`config.mk`:
```
export PLATFORM = sky130hd
export DESIGN_NAME = immed_gen_stage
export DESIGN_NICKNAME = d
export VERILOG_FILES = /design/src/rtl/immed_gen_stage.sv
export SDC_FILE = /design/constraint.sdc
export NUM_CORES = 1
export LEC_CHECK = 0
export ABC_AREA = 0
export CORE_UTILIZATION = 45
export CTS_BUF_LIST = sky130_fd_sc_hd__clkbuf_8
export CTS_CLUSTER_DIAMETER = 120
export CTS_CLUSTER_SIZE = 28
export DETAILED_ROUTE_END_ITERATION = 8
export GPL_ROUTABILITY_DRIVEN = 0
export HOLD_SLACK_MARGIN = 0.08
export PLACE_DENSITY = 0.71
export SYNTH_ARGS = -nofsm -noshare
export SYNTH_HDL_FRONTEND = slang
export SYNTH_SLANG_ARGS = --single-unit
```
`constraint.sdc`:
```
create_clock -name clk -period 2.7 [get_ports clk]
set_input_delay 0.54 -clock clk [delete_from_list [all_inputs] [get_ports clk]]
set_output_delay 0.54 -clock clk [all_outputs]
set_load 0.02 [all_outputs]
```
`src/rtl/immed_gen_stage.sv`:
```
// Decode-stage immediate generator: formats I/S/B/U/J/Z/SHAMT, with a tag sideband, into a 2-entry skid buffer.
// Latency: 1 cycle (input accepted at edge N is presented after edge N); full throughput with out_ready high.
// Backpressure: in_ready is registered and drops only when both entries are occupied; flush empties the buffer.
// Ports: clk/rst_n (async, active-low), flush (sync discard), in_valid/in_ready/instr/imm_sel/in_tag (input side),
//        out_valid/out_ready/imm/out_tag/out_illegal (output side, driven directly from the head-entry registers).
module immed_gen_stage #(
    parameter int XLEN     = 32,
    parameter int TAG_W    = 8,
    parameter bit AUTO_SEL = 1'b0
) (
    input  logic             clk,
    input  logic             rst_n,
    input  logic             flush,
    input  logic             in_valid,
    output logic             in_ready,
    input  logic [31:0]      instr,
    input  logic [2:0]       imm_sel,
    input  logic [TAG_W-1:0] in_tag,
    output logic             out_valid,
    input  logic             out_ready,
    output logic [XLEN-1:0]  imm,
    output logic [TAG_W-1:0] out_tag,
    output logic             out_illegal
);

    localparam bit RV64 = (XLEN == 64);

    typedef enum logic [2:0] {F_I, F_S, F_B, F_U, F_J, F_Z, F_SH} fmt_t;
    typedef enum logic [1:0] {EMPTY, ONE, FULL} state_t;

    // ---------------- format decode ----------------
    fmt_t            fmt;
    logic            dec_ill;
    logic [6:0]      opcode;
    logic [2:0]      funct3;
    logic [XLEN-1:0] imm_new;

    assign opcode = instr[6:0];
    assign funct3 = instr[14:12];

    always_comb begin
        fmt     = F_I;
        dec_ill = 1'b0;
        if (AUTO_SEL) begin
            case (opcode)
                7'b0010011: fmt = (funct3 == 3'b001 || funct3 == 3'b101) ? F_SH : F_I;
                7'b0000011, 7'b1100111, 7'b0001111: fmt = F_I;
                7'b0011011: begin
                    // Word-sized shifts only exist on a 64-bit datapath.
                    if (RV64) fmt = (funct3 == 3'b001 || funct3 == 3'b101) ? F_SH : F_I;
                    else      dec_ill = 1'b1;
                end
                7'b0100011: fmt = F_S;
                7'b1100011: fmt = F_B;
                7'b0110111, 7'b0010111: fmt = F_U;
                7'b1101111: fmt = F_J;
                7'b1110011: fmt = funct3[2] ? F_Z : F_I;
                default:    dec_ill = 1'b1;
            endcase
        end else begin
            case (imm_sel)
                3'b000:  fmt = F_I;
                3'b001:  fmt = F_S;
                3'b010:  fmt = F_B;
                3'b011:  fmt = F_U;
                3'b100:  fmt = F_J;
                3'b101:  fmt = F_Z;
                3'b110:  fmt = F_SH;
                default: dec_ill = 1'b1;
            endcase
        end
    end

    always_comb begin
        imm_new = '0;
        case (fmt)
            F_I:  imm_new = {{(XLEN-12){instr[31]}}, instr[31:20]};
            F_S:  imm_new = {{(XLEN-12){instr[31]}}, instr[31:25], instr[11:7]};
            F_B:  imm_new = {{(XLEN-13){instr[31]}}, instr[31], instr[7], instr[30:25], instr[11:8], 1'b0};
            F_U:  imm_new = {{(XLEN-32){instr[31]}}, instr[31:12], 12'b0};
            F_J:  imm_new = {{(XLEN-21){instr[31]}}, instr[31], instr[19:12], instr[20], instr[30:21], 1'b0};
            F_Z:  imm_new = {{(XLEN-5){1'b0}}, instr[19:15]};
            // Shift amount is 6 bits wide only on a 64-bit datapath.
            F_SH: imm_new = {{(XLEN-6){1'b0}}, (RV64 ? instr[25] : 1'b0), instr[24:20]};
            default: imm_new = '0;
        endcase
    end

    // ---------------- 2-entry buffer ----------------
    state_t          state, state_nxt;
    logic            push, pop;
    logic            ld_head_in, ld_head_slot, ld_slot;

    logic [XLEN-1:0]  head_imm, slot_imm;
    logic [TAG_W-1:0] head_tag, slot_tag;
    logic             head_ill, slot_ill;

    assign out_valid   = (state != EMPTY);
    assign push        = in_valid && in_ready;
    assign pop         = out_valid && out_ready;
    assign imm         = head_imm;
    assign out_tag     = head_tag;
    assign out_illegal = head_ill;

    always_comb begin
        state_nxt    = state;
        ld_head_in   = 1'b0;
        ld_head_slot = 1'b0;
        ld_slot      = 1'b0;
        if (flush) begin
            state_nxt = EMPTY;
        end else begin
            case (state)
                EMPTY: if (push) begin
                    state_nxt  = ONE;
                    ld_head_in = 1'b1;
                end
                ONE: begin
                    if (push && !pop) begin
                        state_nxt = FULL;
                        ld_slot   = 1'b1;
                    end else if (!push && pop) begin
                        state_nxt = EMPTY;
                    end else if (push && pop) begin
                        ld_head_in = 1'b1;
                    end
                end
                FULL: if (pop) begin
                    state_nxt    = ONE;
                    ld_head_slot = 1'b1;
                end
                default: state_nxt = EMPTY;
            endcase
        end
    end

    always_ff @(posedge clk or negedge rst_n) begin
        if (!rst_n) begin
            state    <= EMPTY;
            in_ready <= 1'b1;
        end else begin
            state    <= state_nxt;
            // Registered copy of "not full" so in_ready never sees out_ready combinationally.
            in_ready <= (state_nxt != FULL);
        end
    end

    always_ff @(posedge clk or negedge rst_n) begin
        if (!rst_n) begin
            head_imm <= '0;
            head_tag <= '0;
            head_ill <= 1'b0;
            slot_imm <= '0;
            slot_tag <= '0;
            slot_ill <= 1'b0;
        end else begin
            if (ld_head_in) begin
                head_imm <= imm_new;
                head_tag <= in_tag;
                head_ill <= dec_ill;
            end else if (ld_head_slot) begin
                head_imm <= slot_imm;
                head_tag <= slot_tag;
                head_ill <= slot_ill;
            end
            if (ld_slot) begin
                slot_imm <= imm_new;
                slot_tag <= in_tag;
                slot_ill <= dec_ill;
            end
        end
    end

endmodule

```
# ---- Word-level counts from Yosys, hierarchy flattened
# Index checks and enable logic that the tools add are counted.
dict set report totals {
  word_cells 63
  input_bits 48
  register_bits 85
}
dict set report op_classes {
  n_eq_ne 15
  n_reduce_logical 13
  muxes 27
}
# operator count
set ops {}
lappend ops {{32-bit one-hot mux with 7 select lines} 1}
lappend ops {{32-bit two-way mux} 2}
lappend ops {{3-bit equality test (second input constant)} 6}
lappend ops {{3-bit one-hot mux with 6 select lines} 1}
lappend ops {{8-bit two-way mux} 2}
lappend ops {{1-bit two-way mux} 14}
lappend ops {{3-bit by 2-bit equality test with 1-bit output (second input constant)} 4}
lappend ops {{2-bit two-way mux} 5}
lappend ops {{7-bit OR reduction} 1}
lappend ops {{3-bit by 1-bit equality test with 1-bit output (second input constant)} 2}
lappend ops {{3-bit zero test} 2}
lappend ops {{2-bit one-hot mux with 3 select lines} 1}
lappend ops {{1-bit logical AND} 5}
lappend ops {{2-bit nonzero test} 2}
lappend ops {{2-bit by 1-bit equality test with 1-bit output (second input constant)} 1}
lappend ops {{2-bit equality test (second input constant)} 1}
lappend ops {{1-bit zero test} 2}
lappend ops {{2-bit zero test} 1}
lappend ops {{2-bit != test (second input constant)} 1}
lappend ops {{1-bit one-hot mux with 2 select lines} 1}

# ---- Depth between registers and ports, before layout
# Gate-level depths: netlist of the first run.
dict set report depth {
  depth_word 9
  ltp_mapped 7
  mapped_depth_nobuf 4
}

# ---- Worst setup path before layout of the first run
# OpenSTA, ideal clock, no wires.
dict set report synth_path {
  kind {reg-to-reg}
  from {register in_ready}
  to {register head_imm[28], in the netlist imm[28]}
  stages_incl_launch_ff 6
  required_time_ns 2.573
  n_path_buf 2
  path_slack_ns 0.968
  setup_time_ns 0.127
  period_less_slack_ns 1.732
  arrival_ns 1.605
  path_cell_list {dfstp_2 -> nand2_1 -> nor4_4 -> buf_2 -> buf_2 -> a21oi_1}
}
dict set report synth_between {
  elab_chain_cells 8
  elab_cells_between_ends 13
  cone_classes {7 x mux; 6 x reduce/logical}
}
# element line_no
set synth_lines {}
lappend synth_lines {{start: declaration} 15} ;# output logic in_ready,
lappend synth_lines {{start signal: assignment} 144} ;# in_ready <= (state_nxt != FULL);
lappend synth_lines {{1-bit logical AND *} 99} ;# assign push = in_valid && in_ready;
lappend synth_lines {{1-bit logical AND or 1-bit zero test (tied branches)} {124, 122}}
lappend synth_lines {{1-bit two-way mux or 1-bit logical AND (tied branches)} {124, 122}}
lappend synth_lines {{1-bit two-way mux} 122} ;# end else if (!push && pop) begin
lappend synth_lines {{1-bit two-way mux} 119} ;# if (push && !pop) begin
lappend synth_lines {{1-bit one-hot mux with 2 select lines *} 113} ;# case (state)
lappend synth_lines {{1-bit two-way mux *} 110} ;# if (flush) begin
lappend synth_lines {{32-bit two-way mux or 2-bit nonzero test (tied branches)} -}
lappend synth_lines {{end signal: assignment} 158} ;# head_imm <= imm_new;
lappend synth_lines {{end signal: assignment} 162} ;# head_imm <= slot_imm;
lappend synth_lines {{end: declaration} 94} ;# logic [XLEN-1:0] head_imm, slot_imm;
# Mark *: on every way between the ends. The rest lies on a longest branch, timed or not.
# A chain may end at the register's enable or synchronous reset.

# ---- Worst setup path after layout of the first run
dict set report layout_path {
  from {register state[1]}
  to {output out_valid}
}
dict set report layout_between {
  elab_chain_cells 1
}
# element line_no
set layout_lines {}
lappend layout_lines {{start: declaration} 90} ;# state_t state, state_nxt;
lappend layout_lines {{start signal: assignment} 142} ;# state <= state_nxt;
lappend layout_lines {{2-bit nonzero test} 98} ;# assign out_valid = (state != EMPTY);
lappend layout_lines {{end: declaration} 19} ;# output logic out_valid,
# No other way between the ends.

==> metrics.txt, run 1 <==
floorplan core area=9200 um^2; synth unique cells=38; Inst Count DP=611; mapped cell area=4270 um^2; H-tree depth=3; CP max FO=5; final setup fails=0; Fin. Hold Viols=0; Fmax achieved=464 MHz; worst min-delay path class=in2async; Buf/Inv on CP=1; flops & latches, synth=85; DRC Markers=0; CTS Buf Count=9; post-synthesis net count=493; Initial Util=0.464; synthesized instance count=445; Clock Skew=0.00650 ns; CP Launch Type=register; critical setup path kind=reg2out; post-DP HPWL=6660 um; WP data arrival=1.62 ns; Place WS=0.230 ns; via count=3478; Root Buffer=clkbuf_8; post-synthesis sequential area ratio=0.499; DR vias/cell=5.55; synthesized area per cell=9.59 um^2; max-cap check violation count=0; vias in the first global route=3266; Antenna Cells=0; status=complete, no violations; largest net degree at the start of global routing=58; WL per Instance=15.9 um; gr usage total=0.211; critical register-to-register path startpoint=in_ready; crit path max-delay cell type=clkdlybuf4s50_1; final worst slack=0.544 ns; total negative slack=0 ns; drt total wl=9990 um; post-CTS setup buffers=0; initial drt markers=174; r2r setup slk=0.92 ns; Post-Layout Cell Count=627; share of the synthesized area in the top cell type=0.493; Pwr per Cell Area=705 nW/um^2; slew margin rel.=0.558; cell family with most CP delay=buffers and inverters; Yosys warnings=0; initial antenna violation count=0; worst vdd ir=0.000333 V; CTS resizes=0; CTS tree=yes; kind of end point of the critical path=output pin; top cell type by total area after synthesis=dfrtp_1; RSZ-0062 raised after global routing=no; LEAKAGE=2.21 nW; area growth from synthesis to layout=26.4%; Max clock buf depth=2; Worst-path clk slew=0.09 ns; Core Rows=35; Die Ht=99.4 um; worst path cell trace=or2_2, clkdlybuf4s50_1; cts-stage hold buffer count=0; die area=9870 um^2; Worst R2R End=imm[19]; layout net count=559; clk_lat worst skew=0.36 ns; required time worst endpoint=2.16 ns; Clock Sinks=85; share of cells above drive strength 1=0.107; IO Pins=91; global-route wire length before repair=16300 um; CP max stage delay=0.53 ns; IO Port Bufs=83; Slew Limit Fails=0; worst slew pin tran=0.662 ns; final antenna-violating net count=0; Die W=99.4 um; r2r worst-path depth=6; final critical-path share of the clock period=0.798; 1st-pass router iterations=4; GRT overflow=0; top cells by area, synth=dfrtp_1 (49%), a21oi_1 (7.5%), a211oi_1 (5.5%); fin crit period=2.16 ns
## worst register-to-register path, delay by kind of cell, from the launching register on
kind                   cells  cell delay, ns
AO/OA/AOI/OAI              2            0.21
buffers and inverters      2            0.56
flip-flops                 1            0.55
AND/OR/NAND/NOR            2            0.39
## registers in the layout, indices dropped and copies added (netlist names)
name / count
slot_tag: 8
out_illegal: 1
imm: 32
slot_imm: 32
slot_ill: 1
in_ready: 1
state: 2
out_tag: 8
## metal layers
metal  wire length, um  up-vias  share of wire  GRT usage
li1                  -     1701              -          -
met1              4890     1660           0.49      0.306
met2              4520      108           0.45      0.320
met3               462        9          0.046     0.0309
met4               117        0          0.012     0.0848
met5                 0        -              0          0
## through the flow
step	cell area [um^2]	hold WS, ns	power (mW)	util
finish	5390	0.156	3.80	0.587
global route	5390	0.182	4.01	0.587
CTS	5390	0.159	3.84	0.587
detailed placement	5170	0.468	2.80	0.563
global placement	5170	0.460	2.76	0.563
floorplan	4270	0.244	2.32	-
## synthesized netlist by cell type
library cell	number
buf_6	2
mux2i_1	11
nor4_4	1
nand2_1	55
a21o_1	3
a311oi_1	3
nor3b_1	5
a221o_1	2
xor2_1	1
buf_2	19
dfrtp_1	84
nand4_1	1
mux2_2	12
o31ai_1	1
nand4_2	1
or2_2	1
o21a_1	1
o41a_1	1
a211o_1	1
clkinv_1	1
clkbuf_1	18
inv_1	3
xnor2_1	2
a21oi_1	64
a21boi_0	1
nand2b_1	15
nor2b_1	32
and2_1	1
o221a_2	8
a211oi_1	31
nor2_1	17
and4bb_1	1
dfstp_2	1
nor3b_2	1
nand3b_1	1
o21ai_0	37
o21ai_1	5
buf_8	1
## placed cells by master (no fill, tap or decap), drive strengths merged, types with 2 or more instances in the layout
cell type	instances
bufinv	2
a211oi	31
a21oi	64
nor2	17
o21ai	42
o221a	8
a311oi	3
nand4	2
buf	13
inv	6
nand2b	15
mux2	12
clkbuf	9
nor2b	32
nand2	55
mux2i	11
dfrtp	84
clkdlybuf4s50	82
xnor2	2
nor3b	6
clkinv	3
a221o	2
a21o	3
## worst max-delay path by stage
stage	startpoint	endpoint	slack, ns	depth (start not counted)
after floorplan	in_ready	imm[28]	0.97	5
after detailed placement	imm_sel[0]	slot_imm[17]	0.23	4
after CTS	state[1]	out_valid	0.52	2
after global placement	imm_sel[0]	slot_imm[17]	0.32	4
final	state[1]	out_valid	0.54	2
after global routing	imm_sel[0]	slot_imm[22]	0.45	5
## cell families after synthesis
group | synth area share
AOI/OAI and AO/OA | 0.226
xor gates and xnor gates | 0.00616
buffers and inverters | 0.0504
DFF | 0.499
muxes | 0.0575
and+or+nand+nor | 0.161
## area by class of cell
cell class	instances	area (um^2)
inverter	4	15.0
sequential	85	2130
clock buffer	9	124
multi-input combinational	316	1920
fill	813	3800
tap	111	139
clock inverter	7	96.3
timing repair buffer	95	968
## where the power goes
group	internal, mW	total [mW]	switching, mW
clock	0.528	1.03	0.498
combinational	0.532	1.06	0.532
sequential	1.56	1.71	0.152
total	2.62	3.80	1.18
No activity file was read; power rests on OpenSTA's default activity.
==> run 2, diff against run 1 <==
--- a/config.mk
+++ b/config.mk
@@ -13,7 +13,7 @@
 export DETAILED_ROUTE_END_ITERATION = 8
 export GPL_ROUTABILITY_DRIVEN = 0
 export HOLD_SLACK_MARGIN = 0.08
-export PLACE_DENSITY = 0.71
+export PLACE_DENSITY = 0.74
 export SYNTH_ARGS = -nofsm -noshare
 export SYNTH_HDL_FRONTEND = slang
 export SYNTH_SLANG_ARGS = --single-unit
==> constraint.sdc (replaced) <==
create_clock -name clk -period 1.9 [get_ports clk]
set_input_delay 0.38 -clock clk [delete_from_list [all_inputs] [get_ports clk]]
set_output_delay 0.38 -clock clk [all_outputs]
set_load 0.02 [all_outputs]
==> metrics.txt, run 2 (same netlist as run 1, synthesis figures left out) <==
initial drt markers=168 (was 174); post-CTS setup buffers=0 (unchanged); most common cell after layout, fill and taps aside=dfrtp_1 (unchanged); CTS tree=yes (unchanged); die area=9870 um^2 (unchanged); Die W=99.4 um (unchanged); DR vias/cell=5.50 (was 5.55); IO Port Bufs=83 (unchanged); kind of end point of the critical path=output pin (unchanged); total power=5.66 mW (was 3.80 mW); Worst-path clk slew=0.08 ns (was 0.09 ns); drt total wl=10300 um (was 9990 um); Antenna Cells=0 (unchanged); Filler cells=798 (was 813); Fmax achieved=557 MHz; 1st-pass router iterations=5 (was 4); DRC Markers=0 (unchanged); commonest non-fill, non-tap cells in the layout=dfrtp_1 (84), clkdlybuf4s50_1 (80), a21oi_1 (64) (was dfrtp_1 (84), clkdlybuf4s50_1 (82), a21oi_1 (64)); area occupied by multi-input gates=1920 um^2 (unchanged); H-tree depth=3 (unchanged); final setup fails=0 (unchanged); fin crit period=1.80 ns; final critical-path share of the clock period=0.945; worst vdd ir=0.000469 V (was 0.000333 V); gr usage total=0.220 (was 0.211); Initial Util=0.464 (unchanged); clk_lat worst skew=0.35 ns (was 0.36 ns); via count=3626 (was 3478); critical register-to-register path startpoint=in_ready (unchanged); layout net count=591 (was 559); CP max FO=5 (unchanged); Worst setup startpoint=state[1] (unchanged); area growth from synthesis to layout=34.2% (was 26.4%); worst slew pin tran=0.362 ns (was 0.662 ns); Register Area=2130 um^2 (unchanged); global-route wire length before repair=17200 um (was 16300 um); r2r setup slk=0.26 ns (was 0.92 ns); Root Buffer=clkbuf_8 (unchanged); Clock Skew=0.00570 ns (was 0.00650 ns); initial antenna violation count=0 (unchanged); IO Pins=91 (unchanged); share of cells above drive strength 1=0.157 (was 0.107); floorplan core area=9200 um^2 (unchanged); WL per Instance=15.7 um (was 15.9 um); max-cap check violation count=0 (unchanged); Core Rows=35 (unchanged); worst min-delay path class=in2async (unchanged); Max clock buf depth=2 (unchanged); RSZ-0062 raised after global routing=no (unchanged); WP data arrival=1.42 ns (was 1.62 ns); Fin. Hold Viols=0 (unchanged); LEAKAGE=2.40 nW (was 2.21 nW); Die Ht=99.4 um (unchanged); critical setup path kind=reg2out (unchanged); largest net degree at the start of global routing=73 (was 58); Pwr per Cell Area=988 nW/um^2 (was 705 nW/um^2); required time worst endpoint=1.52 ns (was 2.16 ns); CTS Buf Count=9 (unchanged); Clock Sinks=85 (unchanged); GRT overflow=0 (unchanged); post-DP HPWL=7320 um (was 6660 um); final antenna-violating net count=0 (unchanged); CP Launch Type=register (unchanged); Slew Limit Fails=0 (unchanged); vias in the first global route=3578 (was 3266); status=complete, no violations (unchanged); Hold WS=0.438 ns (was 0.156 ns); slew margin rel.=0.758 (was 0.558)
run 2: cell count changes in the layout (fill, tap and decap cells not counted), moves of 2 or more:
cell             previous run  this run
clkdlybuf4s50_1            82        80
buf_12                      4         8
buf_4                       9        36
bufinv_16                   2         4
inv_6                       3         0
dlygate4sd2_1               0         2
run 2: layout make-up:
| cell class | count | share of cell area |
|---|---|---|
| clock inverters | 7 | 0.0240 |
| inverters | 4 | 0.00262 |
| repair buffers | 127 | 0.220 |
| multi-input cells | 316 | 0.336 |
| flip-flops and latches | 85 | 0.372 |
| clock buffers | 9 | 0.0216 |
| well taps | 111 | 0.0243 |
run 2: report_power, final:
part	leakage (nW)	switching, mW	internal (mW)
sequential	1.05	0.210	2.22
combinational	1.22	0.777	0.811
clock	0.129	0.639	1.00
run 2: final timing paths:
| path | end | cells after the start |
|---|---|---|
| max | out_valid | 2 |
| min | out_tag[0] | 2 |
| max reg2reg | imm[15] | 6 |
| min reg2reg | slot_imm[5] | 2 |
| max in group asynchronous | slot_imm[10] | 3 |
| min in group clk | slot_imm[5] | 2 |
run 2: layer usage:
layer / routed length, um / GRT usage
met2: 5000 / 0.373
met3: 531 / 0.0457
met1: 4620 / 0.283
met4: 189 / 0.0701
met5: 0 / 0
run 2: per-stage QoR:
stage | instances | TNS (ns) | util | area, um^2 | setup slack [ns]
finish | 659 | 0 | 0.623 | 5730 | 0.104
global route | 659 | 0 | 0.623 | 5730 | 0.0497
CTS | 659 | 0 | 0.623 | 5730 | 0.0895
detailed placement | 642 | -5.66 | 0.593 | 5460 | -0.187
global placement | 642 | -4.12 | 0.593 | 5460 | -0.123
floorplan | 445 | 0 | - | 4270 | 0.168
run 2: critical path: stages, from the launching register on:
cell and delay, ns:
dfrtp_1 0.45, or2_2 0.29, dlygate4sd2_1 0.32
run 2: timing repair:
| action | CTS | global route |
|---|---|---|
| endpoints found under the hold margin | 16 | 0 |
| hold buffers | 1 | 0 |
| setup endpoints to repair | 2 | 0 |
| gates resized for setup | 2 | 0 |
==> run 3, diff against run 2 <==
--- a/config.mk
+++ b/config.mk
@@ -6,14 +6,18 @@
 export NUM_CORES = 1
 export LEC_CHECK = 0
 export ABC_AREA = 0
-export CORE_UTILIZATION = 45
+export CAP_MARGIN = 30
+export CELL_PAD_IN_SITES_DETAIL_PLACEMENT = 1
+export CELL_PAD_IN_SITES_GLOBAL_PLACEMENT = 1
+export CORE_UTILIZATION = 36
 export CTS_BUF_LIST = sky130_fd_sc_hd__clkbuf_8
 export CTS_CLUSTER_DIAMETER = 120
 export CTS_CLUSTER_SIZE = 28
 export DETAILED_ROUTE_END_ITERATION = 8
 export GPL_ROUTABILITY_DRIVEN = 0
 export HOLD_SLACK_MARGIN = 0.08
-export PLACE_DENSITY = 0.74
+export PLACE_DENSITY = 0.77
+export SLEW_MARGIN = 30
 export SYNTH_ARGS = -nofsm -noshare
 export SYNTH_HDL_FRONTEND = slang
 export SYNTH_SLANG_ARGS = --single-unit
==> metrics.txt, run 3 (same netlist as run 1, synthesis figures left out) <==
status=complete, no violations (unchanged); gr usage total=0.202 (was 0.220); H-tree depth=3 (unchanged); RSZ-0062 raised after global routing=no (unchanged); IO Port Bufs=83 (unchanged); CTS Buf Count=9 (unchanged); initial drt markers=95 (was 168); fin crit period=1.81 ns (was 1.80 ns); Die W=111 um (was 99.4 um); Register Area=2130 um^2 (unchanged); Antenna Cells=0 (unchanged); Clock Sinks=85 (unchanged); layout net count=591 (unchanged); area occupied by multi-input gates=1920 um^2 (unchanged); max-cap check violation count=0 (unchanged); required time worst endpoint=1.52 ns (about the same); DR vias/cell=5.31 (was 5.50); worst path cell trace=or2_2, dlygate4sd2_1 (unchanged); crit path max-delay cell type=dfrtp_1 (unchanged); clk_lat worst skew=0.37 ns (was 0.35 ns); LEAKAGE=2.36 nW (was 2.40 nW); Pwr per Cell Area=915 nW/um^2 (was 988 nW/um^2); worst vdd ir=0.000393 V (was 0.000469 V); vias in the first global route=4008 (was 3578); slew margin rel.=0.708 (was 0.758); DRC Markers=0 (unchanged); total power=5.23 mW (was 5.66 mW); worst min-delay path class=reg2reg (was in2async); initial antenna violation count=0 (unchanged); Worst-path clk slew=0.09 ns (was 0.08 ns); Slew Limit Fails=0 (unchanged); CP max FO=6 (was 5); WL per Instance=17.1 um (was 15.7 um); CP Launch Type=register (unchanged); Fmax achieved=554 MHz (was 557 MHz); r2r worst-path depth=5 (was 6); 1st-pass router iterations=4 (was 5); Hold Path Cell Cnt=2; most common cell after layout, fill and taps aside=dfrtp_1 (unchanged); share of cells above drive strength 1=0.155 (was 0.157); floorplan core area=11500 um^2 (was 9200 um^2); largest net degree at the start of global routing=39 (was 73); kind of end point of the critical path=output pin (unchanged); Die Ht=111 um (was 99.4 um); Filler cells=1296 (was 798); post-CTS setup buffers=0 (unchanged); WP data arrival=1.43 ns (was 1.42 ns); critical setup path kind=reg2out (unchanged); final worst slack=0.0948 ns (was 0.104 ns); via count=3668 (was 3626); Core Rows=39 (was 35); Initial Util=0.372 (was 0.464); Max clock buf depth=2 (unchanged); global-route wire length before repair=19800 um (was 17200 um); placed inst area=5530 um^2 (was 5460 um^2); GRT overflow=0 (unchanged); drt total wl=11900 um (was 10300 um); IO Pins=91 (unchanged); CTS tree=yes (unchanged); total negative slack=0 ns (unchanged); final setup fails=0 (unchanged); Root Buffer=clkbuf_8 (unchanged); worst slew pin tran=0.438 ns (was 0.362 ns); CP max stage delay=0.44 ns (was 0.45 ns); die area=12300 um^2 (was 9870 um^2); Place WS=-0.220 ns (was -0.187 ns); final critical-path share of the clock period=0.950 (was 0.945); final instance area=5720 um^2 (was 5730 um^2); post-DP HPWL=8680 um (was 7320 um); area growth from synthesis to layout=34.0% (was 34.2%); Fin. Hold Viols=0 (unchanged); Clock Skew=0.00970 ns (was 0.00570 ns); final antenna-violating net count=0 (unchanged); commonest non-fill, non-tap cells in the layout=dfrtp_1 (84), clkdlybuf4s50_1 (80), a21oi_1 (64) (unchanged)
run 3: worst paths after layout:
kind | end | startpoint | slack, ns
hold / removal | slot_imm[17] | slot_imm[17] | 0.49
hold reg to reg | slot_imm[17] | slot_imm[17] | 0.49
max in group asynchronous | imm[20] | rst_n | 0.82
setup / recovery | out_valid | state[0] | 0.09
min in group asynchronous | slot_tag[1] | rst_n | 0.50
setup reg to reg | imm[27] | state[0] | 0.26
run 3: worst max-delay path: cells and delay by family (launching register included):
| kind | cells | cell delay, ns |
|---|---|---|
| flops | 1 | 0.44 |
| simple gates | 1 | 0.31 |
| buf+inv | 1 | 0.32 |
run 3: layout make-up:
cell class / count / share of cell area
inverter: 4 / 0.00263
clock buffer: 9 / 0.0217
multi-input combinational: 316 / 0.336
timing repair buffer: 127 / 0.227
tap: 143 / 0.0313
clock inverter: 7 / 0.00876
sequential: 85 / 0.372
run 3: metrics by stage:
step,hold WS [ns],std cells,utilization
2_1_floorplan,0.0844,445,-
3_3_place_gp,0.343,674,0.483
3_5_place_dp,0.354,674,0.483
4_1_cts,0.492,691,0.498
5_1_grt,0.502,691,0.498
6_report,0.486,691,0.498
run 3: where the power goes:
part           switching, mW  internal, mW
sequential             0.224          2.22
combinational          0.800         0.811
clock                  0.699         0.479
run 3: what timing repair did:
item | CTS | global route
endpoints found under the hold margin | 30 | 0
hold buffers | 1 | 0
resized for setup | 2 | 0
setup endpoints to repair | 2 | 0
run 3: per-layer routing:
layer  GRT usage  wire length, um  vias to the layer above
li1            -                -                     1762
met1       0.267             5420                     1812
met2       0.338             5860                       84
met3      0.0366              440                       10
met4      0.0587              127                        0
met5           0                0                        -
